--- src/rtl/instr_encoder_pkg.sv ---
// Shared definitions for the RV32I instruction encoder and its decode counterpart.
//   fmt_e     : instruction format selector (values 6 and 7 are illegal)
//   Opc*      : RV32I major opcodes
//   Err*      : err_code values reported by the encoder
//   FifoDepth : output FIFO depth; PtrW/CntW derived pointer and count widths
package instr_encoder_pkg;

    typedef enum logic [2:0] {
        FmtR = 3'd0,
        FmtI = 3'd1,
        FmtS = 3'd2,
        FmtB = 3'd3,
        FmtU = 3'd4,
        FmtJ = 3'd5
    } fmt_e;

    localparam logic [6:0] OpcLoad   = 7'h03;
    localparam logic [6:0] OpcOpImm  = 7'h13;
    localparam logic [6:0] OpcAuipc  = 7'h17;
    localparam logic [6:0] OpcStore  = 7'h23;
    localparam logic [6:0] OpcOp     = 7'h33;
    localparam logic [6:0] OpcLui    = 7'h37;
    localparam logic [6:0] OpcBranch = 7'h63;
    localparam logic [6:0] OpcJalr   = 7'h67;
    localparam logic [6:0] OpcJal    = 7'h6f;
    localparam logic [6:0] OpcSystem = 7'h73;

    localparam logic [2:0] ErrNone     = 3'd0;
    localparam logic [2:0] ErrImmRange = 3'd1;
    localparam logic [2:0] ErrShamt    = 3'd2;
    localparam logic [2:0] ErrBRange   = 3'd3;
    localparam logic [2:0] ErrJRange   = 3'd4;
    localparam logic [2:0] ErrAlign    = 3'd5;
    localparam logic [2:0] ErrULow     = 3'd6;
    localparam logic [2:0] ErrFmt      = 3'd7;

    localparam int unsigned FifoDepth = 4;
    localparam int unsigned PtrW      = $clog2(FifoDepth);
    localparam int unsigned CntW      = PtrW + 1;

    // True when imm, read as a signed 32-bit value, lies within [lo, hi].
    function automatic logic imm_in_range(logic [31:0] imm, int lo, int hi);
        return ($signed(imm) >= lo) && ($signed(imm) <= hi);
    endfunction

endpackage

--- src/rtl/instr_encoder_if.sv ---
// Field-set input handshake and encoded-word output handshake of the encoder.
//   master : producer of field sets / consumer of words (testbench, upstream logic)
//   slave  : the encoder
interface instr_encoder_if;
    logic        in_valid;
    logic        in_ready;
    logic [2:0]  fmt;
    logic [6:0]  opcode;
    logic [4:0]  rd;
    logic [4:0]  rs1;
    logic [4:0]  rs2;
    logic [2:0]  funct3;
    logic [6:0]  funct7;
    logic [31:0] imm;
    logic        out_valid;
    logic        out_ready;
    logic [31:0] instr_out;

    modport master (
        output in_valid, fmt, opcode, rd, rs1, rs2, funct3, funct7, imm, out_ready,
        input  in_ready, out_valid, instr_out
    );

    modport slave (
        input  in_valid, fmt, opcode, rd, rs1, rs2, funct3, funct7, imm, out_ready,
        output in_ready, out_valid, instr_out
    );
endinterface

--- src/rtl/instr_fifo.sv ---
// 4x32 first-word-fall-through FIFO for encoded instruction words.
//   clk, reset : clock, asynchronous active-low reset
//   push/wdata : write wdata at the tail (ignored when full)
//   pop        : drop the head word (ignored when empty)
//   rdata      : head word; while empty, the last word popped (0 after reset)
//   empty/full : occupancy flags; count : occupancy 0..FifoDepth
module instr_fifo
    import instr_encoder_pkg::*;
(
    input  logic            clk,
    input  logic            reset,
    input  logic            push,
    input  logic [31:0]     wdata,
    input  logic            pop,
    output logic [31:0]     rdata,
    output logic            empty,
    output logic            full,
    output logic [CntW-1:0] count
);

    logic [31:0]     mem_q [FifoDepth];
    logic [PtrW-1:0] wr_ptr_q;
    logic [PtrW-1:0] rd_ptr_q;
    logic [CntW-1:0] count_q;
    logic [31:0]     last_q;
    logic            push_ok;
    logic            pop_ok;

    assign empty   = (count_q == '0);
    assign full    = (count_q == CntW'(FifoDepth));
    assign count   = count_q;
    assign push_ok = push && !full;
    assign pop_ok  = pop && !empty;

    // Holding the last popped word keeps the output steady across empty periods.
    assign rdata = empty ? last_q : mem_q[rd_ptr_q];

    // Storage needs no reset: an entry is only visible after it has been written.
    always_ff @(posedge clk) begin
        if (push_ok) begin
            mem_q[wr_ptr_q] <= wdata;
        end
    end

    always_ff @(posedge clk or negedge reset) begin
        if (!reset) begin
            wr_ptr_q <= '0;
            rd_ptr_q <= '0;
            count_q  <= '0;
            last_q   <= '0;
        end else begin
            if (push_ok) begin
                wr_ptr_q <= wr_ptr_q + PtrW'(1);
            end
            if (pop_ok) begin
                rd_ptr_q <= rd_ptr_q + PtrW'(1);
                last_q   <= mem_q[rd_ptr_q];
            end
            if (push_ok && !pop_ok) begin
                count_q <= count_q + CntW'(1);
            end else if (pop_ok && !push_ok) begin
                count_q <= count_q - CntW'(1);
            end
        end
    end

endmodule

--- src/rtl/instr_encoder.sv ---
// RV32I instruction encoder: places fields per format, range-checks the immediate,
// and queues legal words in a 4-entry FWFT FIFO.
//   clk, reset : clock, asynchronous active-low reset
//   bus        : field-set input and encoded-word output handshakes
//   err_clr    : clear the sticky error on the next edge (a new error wins)
//   err        : sticky error flag; err_code : first error cause while err=1
//   count      : FIFO occupancy; enc_total : words enqueued since reset (wraps)
module instr_encoder
    import instr_encoder_pkg::*;
(
    input  logic             clk,
    input  logic             reset,
    instr_encoder_if.slave   bus,
    input  logic             err_clr,
    output logic             err,
    output logic [2:0]       err_code,
    output logic [CntW-1:0]  count,
    output logic [15:0]      enc_total
);

    fmt_e        fmt;
    logic [31:0] imm;
    logic [31:0] word;
    logic [2:0]  code;
    logic        is_shift;
    logic        accept;
    logic        push;
    logic        pop;
    logic        fifo_empty;
    logic        fifo_full;

    logic        err_q;
    logic [2:0]  err_code_q;
    logic [15:0] enc_total_q;

    assign fmt      = fmt_e'(bus.fmt);
    assign imm      = bus.imm;
    assign is_shift = (bus.funct3 == 3'b001) || (bus.funct3 == 3'b101);

    always_comb begin
        word = '0;
        code = ErrNone;
        case (fmt)
            FmtR: begin
                word = {bus.funct7, bus.rs2, bus.rs1, bus.funct3, bus.rd, bus.opcode};
            end
            FmtI: begin
                if (is_shift) begin
                    // Shift amount is unsigned; negative values count as too large.
                    word = {bus.funct7, imm[4:0], bus.rs1, bus.funct3, bus.rd, bus.opcode};
                    if (imm > 32'd31) begin
                        code = ErrShamt;
                    end
                end else begin
                    word = {imm[11:0], bus.rs1, bus.funct3, bus.rd, bus.opcode};
                    if (!imm_in_range(imm, -2048, 2047)) begin
                        code = ErrImmRange;
                    end
                end
            end
            FmtS: begin
                word = {imm[11:5], bus.rs2, bus.rs1, bus.funct3, imm[4:0], bus.opcode};
                if (!imm_in_range(imm, -2048, 2047)) begin
                    code = ErrImmRange;
                end
            end
            FmtB: begin
                word = {imm[12], imm[10:5], bus.rs2, bus.rs1, bus.funct3, imm[4:1], imm[11],
                        bus.opcode};
                if (!imm_in_range(imm, -4096, 4094)) begin
                    code = ErrBRange;
                end else if (imm[0]) begin
                    code = ErrAlign;
                end
            end
            FmtU: begin
                word = {imm[31:12], bus.rd, bus.opcode};
                if (imm[11:0] != 12'd0) begin
                    code = ErrULow;
                end
            end
            FmtJ: begin
                word = {imm[20], imm[10:1], imm[11], imm[19:12], bus.rd, bus.opcode};
                if (!imm_in_range(imm, -1048576, 1048574)) begin
                    code = ErrJRange;
                end else if (imm[0]) begin
                    code = ErrAlign;
                end
            end
            default: begin
                code = ErrFmt;
            end
        endcase
    end

    assign bus.in_ready  = !fifo_full;
    assign bus.out_valid = !fifo_empty;
    assign accept        = bus.in_valid && !fifo_full;
    assign push          = accept && (code == ErrNone);
    assign pop           = bus.out_ready && !fifo_empty;

    instr_fifo u_fifo (
        .clk   (clk),
        .reset (reset),
        .push  (push),
        .wdata (word),
        .pop   (pop),
        .rdata (bus.instr_out),
        .empty (fifo_empty),
        .full  (fifo_full),
        .count (count)
    );

    always_ff @(posedge clk or negedge reset) begin
        if (!reset) begin
            err_q       <= 1'b0;
            err_code_q  <= ErrNone;
            enc_total_q <= '0;
        end else begin
            if (accept && (code != ErrNone)) begin
                err_q <= 1'b1;
                // Keep the first cause unless this same edge also clears it.
                if (!err_q || err_clr) begin
                    err_code_q <= code;
                end
            end else if (err_clr) begin
                err_q      <= 1'b0;
                err_code_q <= ErrNone;
            end
            if (push) begin
                enc_total_q <= enc_total_q + 16'd1;
            end
        end
    end

    assign err       = err_q;
    assign err_code  = err_code_q;
    assign enc_total = enc_total_q;

endmodule
--- src/flat_wrapper.sv ---
// flat-port wrapper written by rule: the top's interface ports become plain ports
module instr_encoder_flat import instr_encoder_pkg::*;
  (clk, reset, err_clr, err, err_code, count, enc_total, bus_in_valid, bus_fmt, bus_opcode, bus_rd, bus_rs1, bus_rs2, bus_funct3, bus_funct7, bus_imm, bus_out_ready, bus_in_ready, bus_out_valid, bus_instr_out);
  instr_encoder_if bus_i ();
  input  logic clk;
  input  logic reset;
  input  logic err_clr;
  output logic err;
  output logic [2:0] err_code;
  output logic [CntW-1:0] count;
  output logic [15:0] enc_total;
  input wire logic [$bits(bus_i.in_valid)-1:0] bus_in_valid;
  input wire logic [$bits(bus_i.fmt)-1:0] bus_fmt;
  input wire logic [$bits(bus_i.opcode)-1:0] bus_opcode;
  input wire logic [$bits(bus_i.rd)-1:0] bus_rd;
  input wire logic [$bits(bus_i.rs1)-1:0] bus_rs1;
  input wire logic [$bits(bus_i.rs2)-1:0] bus_rs2;
  input wire logic [$bits(bus_i.funct3)-1:0] bus_funct3;
  input wire logic [$bits(bus_i.funct7)-1:0] bus_funct7;
  input wire logic [$bits(bus_i.imm)-1:0] bus_imm;
  input wire logic [$bits(bus_i.out_ready)-1:0] bus_out_ready;
  output wire logic [$bits(bus_i.in_ready)-1:0] bus_in_ready;
  output wire logic [$bits(bus_i.out_valid)-1:0] bus_out_valid;
  output wire logic [$bits(bus_i.instr_out)-1:0] bus_instr_out;
  assign bus_i.in_valid = bus_in_valid;
  assign bus_i.fmt = bus_fmt;
  assign bus_i.opcode = bus_opcode;
  assign bus_i.rd = bus_rd;
  assign bus_i.rs1 = bus_rs1;
  assign bus_i.rs2 = bus_rs2;
  assign bus_i.funct3 = bus_funct3;
  assign bus_i.funct7 = bus_funct7;
  assign bus_i.imm = bus_imm;
  assign bus_i.out_ready = bus_out_ready;
  assign bus_in_ready = bus_i.in_ready;
  assign bus_out_valid = bus_i.out_valid;
  assign bus_instr_out = bus_i.instr_out;
  instr_encoder u_core (.clk(clk), .reset(reset), .bus(bus_i), .err_clr(err_clr), .err(err), .err_code(err_code), .count(count), .enc_total(enc_total));
endmodule
--- config.mk ---
export PLATFORM = sky130hd
export DESIGN_NAME = instr_encoder_flat
export DESIGN_NICKNAME = d
export VERILOG_FILES = /design/src/rtl/instr_encoder_pkg.sv /design/src/rtl/instr_encoder_if.sv /design/src/rtl/instr_fifo.sv /design/src/rtl/instr_encoder.sv /design/src/flat_wrapper.sv
export SDC_FILE = /design/constraint.sdc
export NUM_CORES = 1
export LEC_CHECK = 0
export ABC_AREA = 1
export CAP_MARGIN = 20
export CORE_ASPECT_RATIO = 2
export CORE_MARGIN = 2
export CORE_UTILIZATION = 64
export DETAILED_ROUTE_END_ITERATION = 8
export DONT_BUFFER_PORTS = 1
export GPL_TIMING_DRIVEN = 0
export PLACE_DENSITY = 0.79
export RECOVER_POWER = 100
export SYNTH_ARGS = -nofsm -noshare
export SYNTH_HDL_FRONTEND = slang
export SYNTH_SLANG_ARGS = --single-unit
--- constraint.sdc ---
create_clock -name clk -period 3.1 [get_ports clk]
set_clock_uncertainty 0.05 [all_clocks]
set_input_delay 0 -clock clk [delete_from_list [all_inputs] [get_ports clk]]
set_output_delay 0 -clock clk [all_outputs]
set_load 0.01 [all_outputs]
==> reports/metrics.cfg, run 1 <==
[status]
status = finished with violations
violations = max-capacitance violations, max-slew violations

[sta]
relSlewSlack_pct = -12.8
tightest_slew_ns = 1.69
timing.final.ws_setup_ns = 0.115
hold_viol_final = 0
finalCritPeriodShare_pct = 96.3
rsz0062_at_grt = false
max_freq_mhz = 335
slew_viol_final = 60
min_period_ns = 2.99
fin_hold_ws_ns = 0.00920
setup_viol_count_final = 0

[grt]
grt_usage_pct = 35.9
grt_pass1_vias = 7769
antenna_found_initial = 0
grt_max_degree = 60
grt_overflow = 0
grt_pass1_wl_um = 39500

[power_and_ir_drop]
p_int_mw = 5.15
p_sw_mw = 3.36
power.density_nw_per_um2 = 837
combPwrFrac_pct = 33.5
power_mw = 8.51
leakage_nw = 3.97
vdd.ir_drop.worst_uv = 521
switching_share_pct = 39.5
pwr-share-seq_pct = 40.2
p_clk_share_pct = 26.3

[synth]
synth_top_area_share_pct = 44.3
yosysMostFrequentCell = nand2_1
synth_cell_types = 38
ys_ff_latch = 187
synthFlopType = edfxtp_1
yosys_warnings = 0
syn_inst = 894
synth.avg_cell_area_um2 = 9.71
yosysTopAreaCell = edfxtp_1
synthesis.area_um2 = 8680
async_flop_share_pct = 31.6
synth-edff-count = 128
syn_nets = 973
synth_seq_area_share_pct = 61.3
synth_commonest_cells = nand2_1 (289), edfxtp_1 (128), o21ai_0 (80), inv_1 (61), dfrtp_1 (59)
yosys-top-cells-area = edfxtp_1 (44%), dfrtp_1 (17%), nand2_1 (12%)

[floorplan]
chipHeight_um = 169
die_w_um = 86.4
core_um2 = 13400
fp.dieArea_um2 = 14600
rows = 60
start_util_pct = 65.0
io_pins = 129

[critical_path]
crit_path_end_kind = flip-flop
worst-path-buf-inv = 6
critPathRequiredTime_ns = 3.15
critical_path.top_delay_family = buffers and inverters
cpMostUsedCell = nand2_1
start_kind = input pin
critPathKind = input pin to flip-flop
cp_data_arrival_time_ns = 3.04
slowest_stage = dlygate4sd3_1
path_max_fanout = 23
critPathMaxStageDelay_ns = 0.58
path_cells = dlygate4sd3_1 -> a21oi_1 -> nand2_1 -> dlygate4sd3_1 -> nand2_1 -> inv_1 -> nor2_1 -> nand2_1 -> nor2_4 -> nand2_4 -> clkbuf_1 -> buf_2 -> nor2_4 -> buf_6

[place]
finalWeightedCongestion = 0.940
dp_slack_ns = -0.112
io_buffers = 0
hpwl_um = 17200

[routing]
viasPerCell = 6.40
wl_um = 25500
first_iter_violations = 731
drt_first_pass_iters = 6
wire_per_inst_um = 22.2
postRouteAntennaNets = 0
vias = 7350
drcViolationCount = 0

[clock_tree]
cts.reportedPaths.clkPinSlew_ns = 0.07
clockBufferDepth = 2
h-tree-depth = 4
cts_root_buf = clkbuf_16
clock-sinks = 187
cts_tree = done
cts_made_buffers = 17
clk_latency_ns = 0.43

[finish]
fillers = 881
area_delta_synth_final_pct = 17.2
drive_gt1_share_pct = 6.24
n_antenna_cell = 0
final_nets = 1060
final_core_utilization_pct = 76.1

[worst_hold_path]
hold_class = input pin to flip-flop

[flow_run]
maxCapViolCount = 1

==> metrics by stage <==
step | cells | setup TNS, ns | area [µm²]
6_report | 1149 | 0 | 10200
3_5_place_dp | 1053 | -0.134 | 8980
3_3_place_gp | 1049 | -209.59 | 8870
2_1_floorplan | 894 | 0 | 8680
4_1_cts | 1146 | 0 | 10200
5_1_grt | 1149 | 0 | 10200
==> repair_timing <==
| action | CTS | global route |
|---|---|---|
| pin swaps | 0 | 1 |
| endpoints found under the setup margin | 2 | 2 |
| hold buffers | 61 | 1 |
| resized for setup | 1 | 3 |
| hold endpoints to repair | 188 | 4 |
| setup buffers | 0 | 3 |
==> layer usage <==
metal | track usage (%) | vias to the layer above | routed length, µm
met5 | 0 | - | 0
met2 | 65.3 | 469 | 14000
met1 | 36.5 | 3544 | 8150
li1 | - | 3224 | -
met3 | 7.07 | 113 | 1920
met4 | 21.7 | 0 | 1410
==> logic make-up (layout without fill, tap and decap cells) <==
family | Yosys count | after routing | share of synthesized area (%)
simple gates | 402 | 402 | 18.7
flops | 187 | 187 | 61.3
compound gates | 174 | 174 | 12.5
buf+inv | 110 | 210 | 4.99
xor+xnor | 13 | 13 | 1.31
fa+ha+maj | 7 | 7 | 1.10
mux | 1 | 1 | 0.130
==> registers in the layout, summed over array words and instances (netlist names) <==
register                count
u_core.err_code             3
u_core.enc_total           16
u_core.u_fifo.last_q       32
u_core.u_fifo.rd_ptr_q      2
u_core.u_fifo.wr_ptr_q      2
u_core.err                  1
u_core.u_fifo.mem_q       128
u_core.u_fifo.count         3
==> cell type report <==
class | instances | area, µm² | area share, %
Inverter | 71 | 269 | 2.64
Sequential cell | 187 | 5320 | 52.3
Clock buffer | 18 | 429 | 4.22
Clock inverter | 14 | 181 | 1.78
Buffer | 38 | 153 | 1.50
Tap cell | 155 | 194 | 1.91
Multi-Input combinational cell | 597 | 2950 | 29.0
Timing Repair Buffer | 69 | 681 | 6.69
==> placed cells by master (no fill, tap or decap), types with 3 or more instances in the layout <==
cell type      instances
xnor2_1                4
nand3_1               39
a22oi_1                3
o22ai_1                3
o21ai_1                3
nor2_4                 5
clkbuf_1              33
edfxtp_1             128
nor2_1                50
inv_6                  3
o211ai_1               7
dfrtp_1               59
inv_1                 62
nor3_1                 8
buf_1                  4
buf_4                  3
a32o_1                32
o21ai_0               83
clkinvlp_4             3
ha_1                   6
nand2_1              289
clkbuf_16             17
dlygate4sd3_1         61
xor2_1                 9
inv_2                  6
nand2_2                3
a21oi_1               37
==> power groups by stage <==
stage	registers, mW	logic, mW	clock network [mW]
finish	3.42	2.85	2.23
global route	3.45	3.09	2.33
CTS	3.41	2.80	2.22
detailed placement	3.45	2.67	0
global placement	3.43	2.51	0
floorplan	3.36	1.88	0
==> final timing paths <==
check / start / to / slack [ns] / cells after the start
worst max-delay path: bus_imm[0] / u_core.u_fifo.mem_q[2][20] / 0.11 / 14
worst min-delay path: bus_imm[31] / u_core.err / 0.009 / 6
worst max register to register: u_core.u_fifo.count[0] / u_core.u_fifo.count[2] / 0.28 / 10
worst min register to register: u_core.u_fifo.last_q[30] / u_core.u_fifo.last_q[30] / 0.44 / 2
max in group asynchronous: reset / u_core.u_fifo.last_q[26] / 1.48 / 2
min in group asynchronous: reset / u_core.u_fifo.last_q[13] / 0.49 / 2
==> worst register-to-register path, stage by stage, from the launching register on <==
cell and delay, ns:
dfrtp_1 0.49, nor2_1 0.21, nand2_1 0.26, nand2_2 0.28
clkbuf_2 0.36, ha_1 0.22, inv_1 0.07, fa_1 0.39
a21oi_1 0.14, o21ai_1 0.08, xor2_1 0.14
Note: power is estimated with default switching activity, not from simulation.
==> run 2: changes to the inputs <==
--- a/config.mk
+++ b/config.mk
@@ -5,15 +5,14 @@
 export SDC_FILE = /design/constraint.sdc
 export NUM_CORES = 1
 export LEC_CHECK = 0
-export ABC_AREA = 1
-export CAP_MARGIN = 20
+export CAP_MARGIN = 0
 export CORE_ASPECT_RATIO = 2
 export CORE_MARGIN = 2
-export CORE_UTILIZATION = 64
+export CORE_UTILIZATION = 63
 export DETAILED_ROUTE_END_ITERATION = 8
 export DONT_BUFFER_PORTS = 1
 export GPL_TIMING_DRIVEN = 0
-export PLACE_DENSITY = 0.79
+export PLACE_DENSITY = 0.78
 export RECOVER_POWER = 100
 export SYNTH_ARGS = -nofsm -noshare
 export SYNTH_HDL_FRONTEND = slang
==> run 2 against run 1 <==
Compared with the run above:
- the flow still finishes with violations (max-capacitance violations, max-slew violations)
- clock power down 9.9%
- maximum frequency down 0.35%
- first-iteration DRC count down 44%
- worst setup slack worse by 0.011 ns
- core utilization down 1.8 points
- non-clock buffer count down 25
- largest power group unchanged
- highest routed layer unchanged
==> reports/metrics.cfg, run 2 <==
[sta]
finalCritPeriodShare_pct = 96.6  ; +0.34 points
min_period_ns = 3.00  ; +0.0106 ns
tightest_slew_ns = 1.60  ; -0.0908 ns
relSlewSlack_pct = -6.77  ; +6.1 points
hold_viol_final = 0  ; unchanged
rsz0062_at_grt = false
slew_viol_final = 60  ; unchanged
fin_hold_ws_ns = 0.000827  ; -0.00837 ns
max_freq_mhz = 334  ; -0.35%
setup_viol_count_final = 0  ; unchanged

[routing]
drt_first_pass_iters = 6  ; unchanged
wire_per_inst_um = 25.9  ; +17%
first_iter_violations = 409  ; -44%
postRouteAntennaNets = 0  ; unchanged
drcViolationCount = 0  ; unchanged
wl_um = 20000  ; -21%
viasPerCell = 6.63  ; +3.7%
vias = 5133  ; -30%

[synth]
yosysMostFrequentCell = edfxtp_1
synth_commonest_cells = edfxtp_1 (128), mux2_2 (68), dfrtp_1 (59), nand2_1 (35), mux4_2 (32)
synth_seq_area_share_pct = 64.2  ; +2.9 points
synth_cell_types = 49  ; +29%
yosysTopAreaCell = edfxtp_1
synth-edff-count = 128  ; unchanged
async_flop_share_pct = 31.6  ; unchanged
synth.avg_cell_area_um2 = 15.6  ; +60%
syn_nets = 611  ; -37%
yosys-top-cells-area = edfxtp_1 (46%), dfrtp_1 (18%), mux2_2 (9.2%)
synthFlopType = edfxtp_1
synthesis.area_um2 = 8290  ; -4.6%
yosys_warnings = 0  ; unchanged
ys_ff_latch = 187  ; unchanged
synth_top_area_share_pct = 46.4  ; +2.1 points
syn_inst = 532  ; -40%

[critical_path]
crit_path_end_kind = flip-flop
path_max_fanout = 32  ; +39%
path_cells = or4_1 -> nor2_2 -> a32oi_1 -> a21oi_2 -> or4b_4 -> nor3_4 -> buf_4 -> and2_2
critPathRequiredTime_ns = 3.09  ; -0.06 ns
cp_data_arrival_time_ns = 2.99  ; -0.05 ns
critPathMaxStageDelay_ns = 0.77  ; +0.19 ns
slowest_stage = and2_2
start_kind = input pin
critPathKind = input pin to flip-flop

[grt]
grt_overflow = 0  ; unchanged
grt_max_degree = 60  ; unchanged
grt_usage_pct = 29.4  ; -6.5 points
antenna_found_initial = 0  ; unchanged
grt_pass1_wl_um = 30600  ; -23%
grt_pass1_vias = 5623  ; -28%

[finish]
largest_reg_flops = 128  ; unchanged
final_cell_mix = edfxtp_1 (128), dfrtp_1 (59), dlygate4sd3_1 (56)
layout_commonest_cell = edfxtp_1
final_nets = 688  ; -35%
n_antenna_cell = 0  ; unchanged
fillers = 791  ; -10%
drive_gt1_share_pct = 19.0  ; +13 points
largest-register = u_core.u_fifo.mem_q
area_delta_synth_final_pct = 15.9

[clock_tree]
cts_tree = done
h-tree-depth = 4  ; unchanged
cts_made_buffers = 17  ; unchanged
clk_latency_ns = 0.42  ; about the same
cts.reportedPaths.clkPinSlew_ns = 0.06  ; about the same
clockBufferDepth = 2  ; unchanged
cts_root_buf = clkbuf_16
clock-sinks = 187  ; unchanged

[worst_hold_path]
hold_class = input pin to flip-flop

[floorplan]
die_w_um = 85.1  ; -1.5%
chipHeight_um = 166  ; -1.5%
rows = 59  ; -1.7%
start_util_pct = 64.1  ; -0.83 points
io_pins = 129  ; unchanged
core_um2 = 12900  ; -3.3%
fp.dieArea_um2 = 14100  ; -2.9%

[power_and_ir_drop]
leakage_nw = 3.49  ; -12%
power_mw = 7.64  ; -10%
power.density_nw_per_um2 = 796  ; -4.9%
vdd.ir_drop.worst_uv = 537  ; +3.2%

[place]
io_buffers = 0  ; unchanged
hpwl_um = 13600  ; -21%
finalWeightedCongestion = 1.01  ; +7.9%

[status]
status = finished with violations
violations = max-capacitance violations, max-slew violations

[flow_run]
maxCapViolCount = 1  ; unchanged

[run 2: cell types whose count changed in the layout (fill, tap and decap cells not counted), moves of 15 or more]
| cell | change |
|---|---|
| a21oi_1 | -33 |
| nand2_1 | -255 |
| o21ai_0 | -59 |
| nand4_1 | +15 |
| nand3_1 | -34 |
| nor2_1 | -41 |
| a32o_1 | -32 |
| mux2_1 | +28 |
| mux2_2 | +39 |
| mux4_2 | +32 |
| inv_1 | -39 |
[run 2: final cells by class]
class | instances | area (µm²) | area share [%]
flip-flops and latches | 187 | 5320 | 55.4
multi-input cells | 298 | 2780 | 29.0
repair buffers | 58 | 569 | 5.93
clock buffers | 19 | 433 | 4.51
well taps | 152 | 190 | 1.98
clock inverters | 13 | 110 | 1.15
plain buffers | 24 | 106 | 1.11
inverters | 23 | 86.3 | 0.899
[run 2: worst paths after layout]
path	cells after the start	end	slack (ns)	start
setup / recovery	8	u_core.u_fifo.mem_q[2][31]	0.10	bus_imm[17]
hold / removal	2	u_core.u_fifo.mem_q[1][18]	0.0008	bus_rs1[3]
setup reg to reg	10	u_core.u_fifo.count[2]	0.20	u_core.u_fifo.count[0]
hold reg to reg	1	u_core.u_fifo.last_q[20]	0.45	u_core.u_fifo.last_q[20]
max in group asynchronous	2	u_core.u_fifo.count[0]	1.56	reset
min in group asynchronous	2	u_core.u_fifo.last_q[9]	0.48	reset
[run 2: routing by layer]
metal	vias up	GRT usage (%)	wire length [µm]
met4	0	15.6	1050
met5	-	0	0
li1	2204	-	-
met3	75	5.77	1120
met1	2592	31.3	6570
met2	262	53.2	11300
[run 2: power breakdown]
part           leakage, nW  switching [mW]  internal (mW)  total [mW]
clock                0.255           0.959           1.05        2.01
sequential            1.89           0.261           3.09        3.36
combinational         1.34            1.21           1.07        2.28
[run 2: worst max-delay path, delay by kind of cell]
family	cells	cell delay (ns)
and+or+nand+nor	5	2.24
AOI/OAI and AO/OA	2	0.47
buffers and inverters	1	0.24
[run 2: per-stage QoR]
| step | instance area (µm²) | std cells | worst slack [ns] | TNS, ns | util [%] |
|---|---|---|---|---|---|
| 6_report | 9600 | 774 | 0.104 | 0 | 74.3 |
| 5_1_grt | 9600 | 774 | 0.0168 | 0 | 74.3 |
| 4_1_cts | 9630 | 774 | 0.0982 | 0 | 74.5 |
| 3_5_place_dp | 8480 | 684 | -0.612 | -75.67 | 65.6 |
| 3_3_place_gp | 8480 | 684 | -0.536 | -68.82 | 65.6 |
| 2_1_floorplan | 8290 | 532 | 0.0752 | 0 | - |
[run 2: repair_timing]
| item | 4_1_cts | 5_1_grt |
|---|---|---|
| endpoints found under the setup margin | 130 | 2 |
| resized for setup | 7 | 3 |
| pin swaps | 1 | 0 |
| hold endpoints to repair | 196 | 0 |
| setup buffers | 1 | 0 |
| hold buffers | 57 | 0 |
| gates cloned | 0 | 0 |
[run 2: cell families (layout without fill, tap and decap cells)]
kind of cell	after synthesis	in the layout	synth area share [%]
adders and majority gates	7	7	1.15
buffers and inverters	47	137	2.27
AOI/OAI and AO/OA	51	51	4.14
and+or+nand+nor	117	117	7.84
DFF	187	187	64.2
muxes	102	102	18.2
xor gates and xnor gates	21	21	2.22
